--- src/rtl/accel_pkg.sv ---
`default_nettype none
// ============================================================================
//  Module   : accel_pkg
//  Purpose  : Shared types and constants for the accelerometer sample
//             collector: FSM encoding, burst length, byte-order indices,
//             default I2C addressing and a saturating counter helper.
//  Revision : 1.0  initial release
// ============================================================================
package accel_pkg;

    // Collector FSM encoding
    typedef enum logic [2:0] {
        ST_IDLE   = 3'd0,
        ST_REQ    = 3'd1,
        ST_RECV   = 3'd2,
        ST_COMMIT = 3'd3,
        ST_ERR    = 3'd4
    } state_t;

    // Number of bytes in one X/Y/Z burst
    localparam int BURST_LEN = 6;

    // Position of each axis byte inside the burst (little-endian per axis)
    localparam int IDX_X0 = 0;
    localparam int IDX_X1 = 1;
    localparam int IDX_Y0 = 2;
    localparam int IDX_Y1 = 3;
    localparam int IDX_Z0 = 4;
    localparam int IDX_Z1 = 5;

    // Default slave address and first data register of the burst
    localparam logic [6:0] DEF_DEV_ADDR  = 7'h53;
    localparam logic [7:0] DEF_START_REG = 8'h32;

    // Increment that sticks at all-ones instead of wrapping
    function automatic logic [7:0] sat_inc8(input logic [7:0] v);
        return (v == 8'hFF) ? v : v + 8'd1;
    endfunction

endpackage
`default_nettype wire

--- src/rtl/poll_timer.sv ---
`default_nettype none
// ============================================================================
//  Module   : poll_timer
//  Purpose  : Free-running 0..DIV-1 counter with hold (enable), synchronous
//             clear and a single-cycle wrap indication.
//  Revision : 1.0  initial release
// ============================================================================
module poll_timer #(
    parameter int DIV = 16
) (
    input  logic clk,
    input  logic arstn,
    input  logic enable,
    input  logic clear,
    output logic wrap
);

    localparam int            CW   = (DIV > 1) ? $clog2(DIV) : 1;
    localparam logic [CW-1:0] LAST = CW'(DIV - 1);

    logic [CW-1:0] count;

    // Counter: clear wins, otherwise advance while enabled and wrap at LAST
    always_ff @(posedge clk or negedge arstn) begin
        if (!arstn) begin
            count <= '0;
        end else if (clear) begin
            count <= '0;
        end else if (enable) begin
            if (count == LAST) begin
                count <= '0;
            end else begin
                count <= count + CW'(1);
            end
        end
    end

    assign wrap = enable && !clear && (count == LAST);

endmodule
`default_nettype wire

--- src/rtl/accel_sample_collector.sv ---
`default_nettype none
// ============================================================================
//  Module   : accel_sample_collector
//  Purpose  : Periodically requests a six-byte burst from the accelerometer
//             through the I2C master, assembles X/Y/Z words and publishes
//             them only when the whole burst arrived without error.
//  Revision : 1.0  initial release
// ============================================================================
module accel_sample_collector
    import accel_pkg::*;
#(
    parameter int         POLL_DIV  = 1000000,
    parameter logic [6:0] DEV_ADDR  = DEF_DEV_ADDR,
    parameter logic [7:0] START_REG = DEF_START_REG,
    parameter int         TIMEOUT   = 4096
) (
    input  logic        clk,
    input  logic        arstn,
    input  logic        enable,
    output logic        req_valid,
    input  logic        req_ready,
    output logic [6:0]  req_dev,
    output logic [7:0]  req_reg,
    output logic [2:0]  req_len,
    input  logic [7:0]  rx_data,
    input  logic        rx_valid,
    input  logic        rx_nack,
    input  logic        rx_done,
    output logic [15:0] data_x,
    output logic [15:0] data_y,
    output logic [15:0] data_z,
    output logic        sample_stb,
    output logic [7:0]  err_cnt
);

    localparam int            TW      = (TIMEOUT > 1) ? $clog2(TIMEOUT) : 1;
    localparam logic [TW-1:0] TO_LAST = TW'(TIMEOUT - 1);
    localparam logic [2:0]    LEN_CNT = 3'(BURST_LEN);

    state_t                      state;
    logic                        poll_pending;
    logic                        poll_wrap;
    logic [2:0]                  byte_cnt;
    logic [TW-1:0]               to_cnt;
    logic [BURST_LEN-1:0][7:0]   shadow;

    logic                        byte_take;
    logic [2:0]                  cnt_nxt;
    logic [BURST_LEN-1:0][7:0]   shadow_nxt;

    assign req_dev = DEV_ADDR;
    assign req_reg = START_REG;
    assign req_len = LEN_CNT;

    poll_timer #(
        .DIV (POLL_DIV)
    ) u_poll_timer (
        .clk    (clk),
        .arstn  (arstn),
        .enable (enable),
        .clear  (!enable),
        .wrap   (poll_wrap)
    );

    // Single pending-poll flag; a wrap while already pending is dropped
    always_ff @(posedge clk or negedge arstn) begin
        if (!arstn) begin
            poll_pending <= 1'b0;
        end else if (!enable) begin
            poll_pending <= 1'b0;
        end else if (state == ST_IDLE && poll_pending) begin
            poll_pending <= 1'b0;
        end else if (poll_wrap) begin
            poll_pending <= 1'b1;
        end
    end

    // Shadow/byte count as they will be after this cycle, so a byte that
    // arrives together with rx_done still counts and still gets committed
    always_comb begin
        byte_take  = (state == ST_RECV) && rx_valid && (byte_cnt != LEN_CNT);
        shadow_nxt = shadow;
        cnt_nxt    = byte_cnt;
        if (byte_take) begin
            shadow_nxt[byte_cnt] = rx_data;
            cnt_nxt              = byte_cnt + 3'd1;
        end
    end

    // Collector FSM with registered request, sample and error outputs
    always_ff @(posedge clk or negedge arstn) begin
        if (!arstn) begin
            state      <= ST_IDLE;
            req_valid  <= 1'b0;
            byte_cnt   <= '0;
            to_cnt     <= '0;
            shadow     <= '0;
            data_x     <= '0;
            data_y     <= '0;
            data_z     <= '0;
            sample_stb <= 1'b0;
            err_cnt    <= '0;
        end else begin
            sample_stb <= 1'b0;
            case (state)
                ST_IDLE: begin
                    if (poll_pending) begin
                        state     <= ST_REQ;
                        req_valid <= 1'b1;
                    end
                end
                ST_REQ: begin
                    if (req_valid && req_ready) begin
                        state     <= ST_RECV;
                        req_valid <= 1'b0;
                        byte_cnt  <= '0;
                        to_cnt    <= '0;
                    end
                end
                ST_RECV: begin
                    shadow   <= shadow_nxt;
                    byte_cnt <= cnt_nxt;
                    to_cnt   <= to_cnt + TW'(1);
                    if (rx_nack) begin
                        state   <= ST_ERR;
                        err_cnt <= sat_inc8(err_cnt);
                    end else if (rx_done) begin
                        if (cnt_nxt == LEN_CNT) begin
                            state      <= ST_COMMIT;
                            data_x     <= {shadow_nxt[IDX_X1], shadow_nxt[IDX_X0]};
                            data_y     <= {shadow_nxt[IDX_Y1], shadow_nxt[IDX_Y0]};
                            data_z     <= {shadow_nxt[IDX_Z1], shadow_nxt[IDX_Z0]};
                            sample_stb <= 1'b1;
                        end else begin
                            state   <= ST_ERR;
                            err_cnt <= sat_inc8(err_cnt);
                        end
                    end else if (to_cnt == TO_LAST) begin
                        state   <= ST_ERR;
                        err_cnt <= sat_inc8(err_cnt);
                    end
                end
                ST_COMMIT: begin
                    state <= ST_IDLE;
                end
                ST_ERR: begin
                    state <= ST_IDLE;
                end
                default: begin
                    state <= ST_IDLE;
                end
            endcase
        end
    end

endmodule
`default_nettype wire

--- config.mk ---
export PLATFORM = sky130hd
export DESIGN_NAME = accel_sample_collector
export DESIGN_NICKNAME = d
export VERILOG_FILES = /design/src/rtl/accel_pkg.sv /design/src/rtl/poll_timer.sv /design/src/rtl/accel_sample_collector.sv
export SDC_FILE = /design/constraint.sdc
export NUM_CORES = 1
export LEC_CHECK = 0
export ABC_AREA = 1
export CORE_ASPECT_RATIO = 1.5
export CORE_MARGIN = 5
export CORE_UTILIZATION = 40
export DETAILED_ROUTE_END_ITERATION = 7
export PLACE_DENSITY = 0.65
export SLEW_MARGIN = 20
export SYNTH_ARGS = -nofsm -noshare
export SYNTH_HDL_FRONTEND = slang
export SYNTH_SLANG_ARGS = --single-unit
--- constraint.sdc ---
create_clock -name clk -period 2.44 [get_ports clk]
set_input_delay 0.366 -clock clk [delete_from_list [all_inputs] [get_ports clk]]
set_output_delay 0.366 -clock clk [all_outputs]
set_load 0.02 [all_outputs]
==> run metrics <==
TritonCTS Sinks=145; Min Hold Slack=0.4683 ns; clk slew on worst S/H paths=0.06 ns; design area=approximately 0.008 mm2; top cells by count, synth=nand2_1 (270), dfrtp_1 (145), o21ai_0 (58); RD Place Congestion=~0.86; vias in the first global route=5057; 1st-iter DRT viols=275; setup repair after global routing missed its margin=false; worst reg2reg setup slack=approximately 0.41 ns; WP data required=2.79 ns; EDFF count, synth=0; Synth warnings=0; I/O Pins=91; Final min period=between 2 and 2.5 ns; top cell type's share of synthesized area=56.25%; Resized cells post-CTS=0; final wirelength=15080 um; Core Region=~0.016 mm2; Vias/cell=between 4 and 5; Max Fclk=slightly below 500 MHz; first-pass GRT wire length=24990 um; asr flop ratio synth=100.0%; DR vias=a little over 5000; grt total ovfl=0; largest net degree at the start of global routing=54; postcts setup bufs=0; Final TNS setup=0 ns; synthesized flop and latch total=145; Synth cell types=33; total chip power=0.006755 W; maximum vdd drop=around 470 uV; initial antenna violation count=0; Gate Count Post-Synth=748; largest area contributor in the netlist=dfrtp_1; Main synth FF type=dfrtp_1; Slew @ Worst Pin=between 0.5 and 0.6 ns; crit path DAT=2.38 ns; top cells by area, synth=dfrtp_1 (56%), nand2_1 (16%), o21ai_0 (4.5%); Total GRT Usage=16.66%; Netlist Area Pre-Place=0.006451 mm2; Setup crit end kind=register; worst reg2reg startpoint=byte_cnt[0]; clk buf depth=2; dpl cell area=0.007400 mm2; row count=57; count leader, synth=nand2_1; final setup fails=0; DR DRC count=0; max-cap violation count=0; Tcrit/Tclk final=~83%; Crit path top cell by count=nand2_1; final core occ=49.93%; leak pwr=3.926 nW; worst-path fanout max=16; fin. max-slew vios=0; Hold-fix buffers, CTS=1; Reg2Reg Capture Point=data_x[11]; initial core utilization=approximately two fifths; critical-path cell list=inv_1 -> ha_1 -> nand2_1 -> nand2_1 -> nor2_4 -> buf_4 -> nand3_2 -> o21ai_0 -> nand2_1 -> nand2_1; Total Nets Final=roughly 860; TritonCTS Buffers=17; post-synthesis sequential area ratio=~56%; Worst slew margin=a little under two thirds; Antenna Nets Post-Route=0; slowest stage delay, CP=approximately 0.34 ns; Worst path slowest cell=dfrtp_1; ANT cells=0; router iterations before antenna repair=4; worst skew pair latency=0.41 ns; Synth-to-Final Area Change=24.20%; Setup CP Type=reg -> reg; Pwr Density=between 800 and 900 mW/mm2; Die X=113.7 um; worst hold path type=in -> async; TritonCTS clock tree=yes; syn avg cell area=8.625 um2; cells on worst reg2reg path=10; die height=165.5 um; HPWL after detailed placement=around 10000 um; status=completed; Max H-tree Level=4; Startpoint Class=register; drt wl/cell=14.30 um; Port-buffer cells=between 70 and 80; share of post-route cells with drive strength above 1=7.429%; Layout fillers=between 1500 and 2000; clock skew=0.006741 ns; root cell of the clock tree=clkbuf_16; Final Hold Viols=0; die area=0.01882 mm2
## kinds of logic after synthesis
kind of cell | share of synthesized area (%)
AOI/OAI and AO/OA | 7.021
and+or+nand+nor | 26.20
adders and majority gates | 0.9697
xor gates and xnor gates | 2.172
other | 0.1164
DFF | 56.25
buffers and inverters | 7.273
## cell type report
class / instances / area, um2 / area share, %
Sequential cell: 145 / 3628 / 45.28
Multi-Input combinational cell: 524 / 2414 / 30.12
Timing Repair Buffer: 93 / 907.1 / 11.32
Clock buffer: 20 / 446.7 / 5.575
Tap cell: 206 / 257.7 / 3.217
Inverter: 54 / 202.7 / 2.530
Clock inverter: 12 / 156.4 / 1.952
## through the flow
stage | cells | setup WS (ns)
2_1_floorplan | 764 | 0.1890
3_3_place_gp | 1021 | 0.2780
3_5_place_dp | 1021 | 0.2238
4_1_cts | 1054 | 0.4136
5_1_grt | 1054 | 0.1893
6_report | 1054 | 0.4122
## worst max-delay path, delay by kind of cell (launching register included)
kind / cells / cell delay, ns
AO/OA/AOI/OAI: 1 / 0.33
adder cells (fa/ha/maj): 1 / 0.21
buffers and inverters: 2 / 0.28
flip-flops: 1 / 0.34
AND/OR/NAND/NOR: 6 / 0.82
## power breakdown
part           internal [W]  switching [W]
logic              0.000410       0.000727
registers           0.00276       0.000196
clock network       0.00164        0.00102
## state kept, by name, summed over array words and instances (netlist names)
register / cells
poll_pending: 1
data_z: 16
u_poll_timer.count: 20
req_valid: 1
err_cnt: 8
data_y: 16
to_cnt: 12
sample_stb: 1
shadow: 48
state: 3
byte_cnt: 3
data_x: 16
## how the worst max path moves through the flow
stage,from,end
4_1_cts,byte_cnt[0],data_x[11]
6_report,byte_cnt[0],data_x[11]
5_1_grt,byte_cnt[0],data_x[8]
3_5_place_dp,rx_valid,data_x[11]
3_3_place_gp,rx_valid,state[0]
2_1_floorplan,byte_cnt[0],data_y[8]
## metal layers
metal,routed length [um],global-route usage [%],share of wire (%)
met5,0,0,0
met4,356,6.397,2.4
met3,590,3.135,3.9
met2,7589,28.39,50
met1,6540,20.94,43
## cells in the final DEF, fill, tap and decap left out, types with 2 or more instances in the layout
master | netlist | layout
bufinv_16 | 0 | 3
buf_12 | 0 | 2
clkinv_2 | 0 | 2
o21ai_0 | 58 | 58
nand3_2 | 3 | 3
nand3_1 | 33 | 33
dfrtp_1 | 145 | 145
a31oi_1 | 3 | 3
clkbuf_1 | 7 | 2
clkbuf_16 | 0 | 17
ha_1 | 5 | 5
nor2_1 | 52 | 52
inv_1 | 53 | 53
a21oi_1 | 4 | 4
clkdlybuf4s50_1 | 0 | 71
clkinvlp_4 | 0 | 4
o21ai_1 | 4 | 4
nor2_4 | 2 | 2
nor2_2 | 2 | 2
xor2_1 | 10 | 10
o22ai_1 | 2 | 2
nor4_1 | 3 | 3
inv_6 | 0 | 3
nand2_1 | 270 | 270
conb_1 | 2 | 18
nand4_1 | 21 | 21
buf_4 | 18 | 18
xnor2_1 | 6 | 6
o31ai_1 | 9 | 9
nor3_1 | 12 | 12
Power figures use the tool's default switching activity.
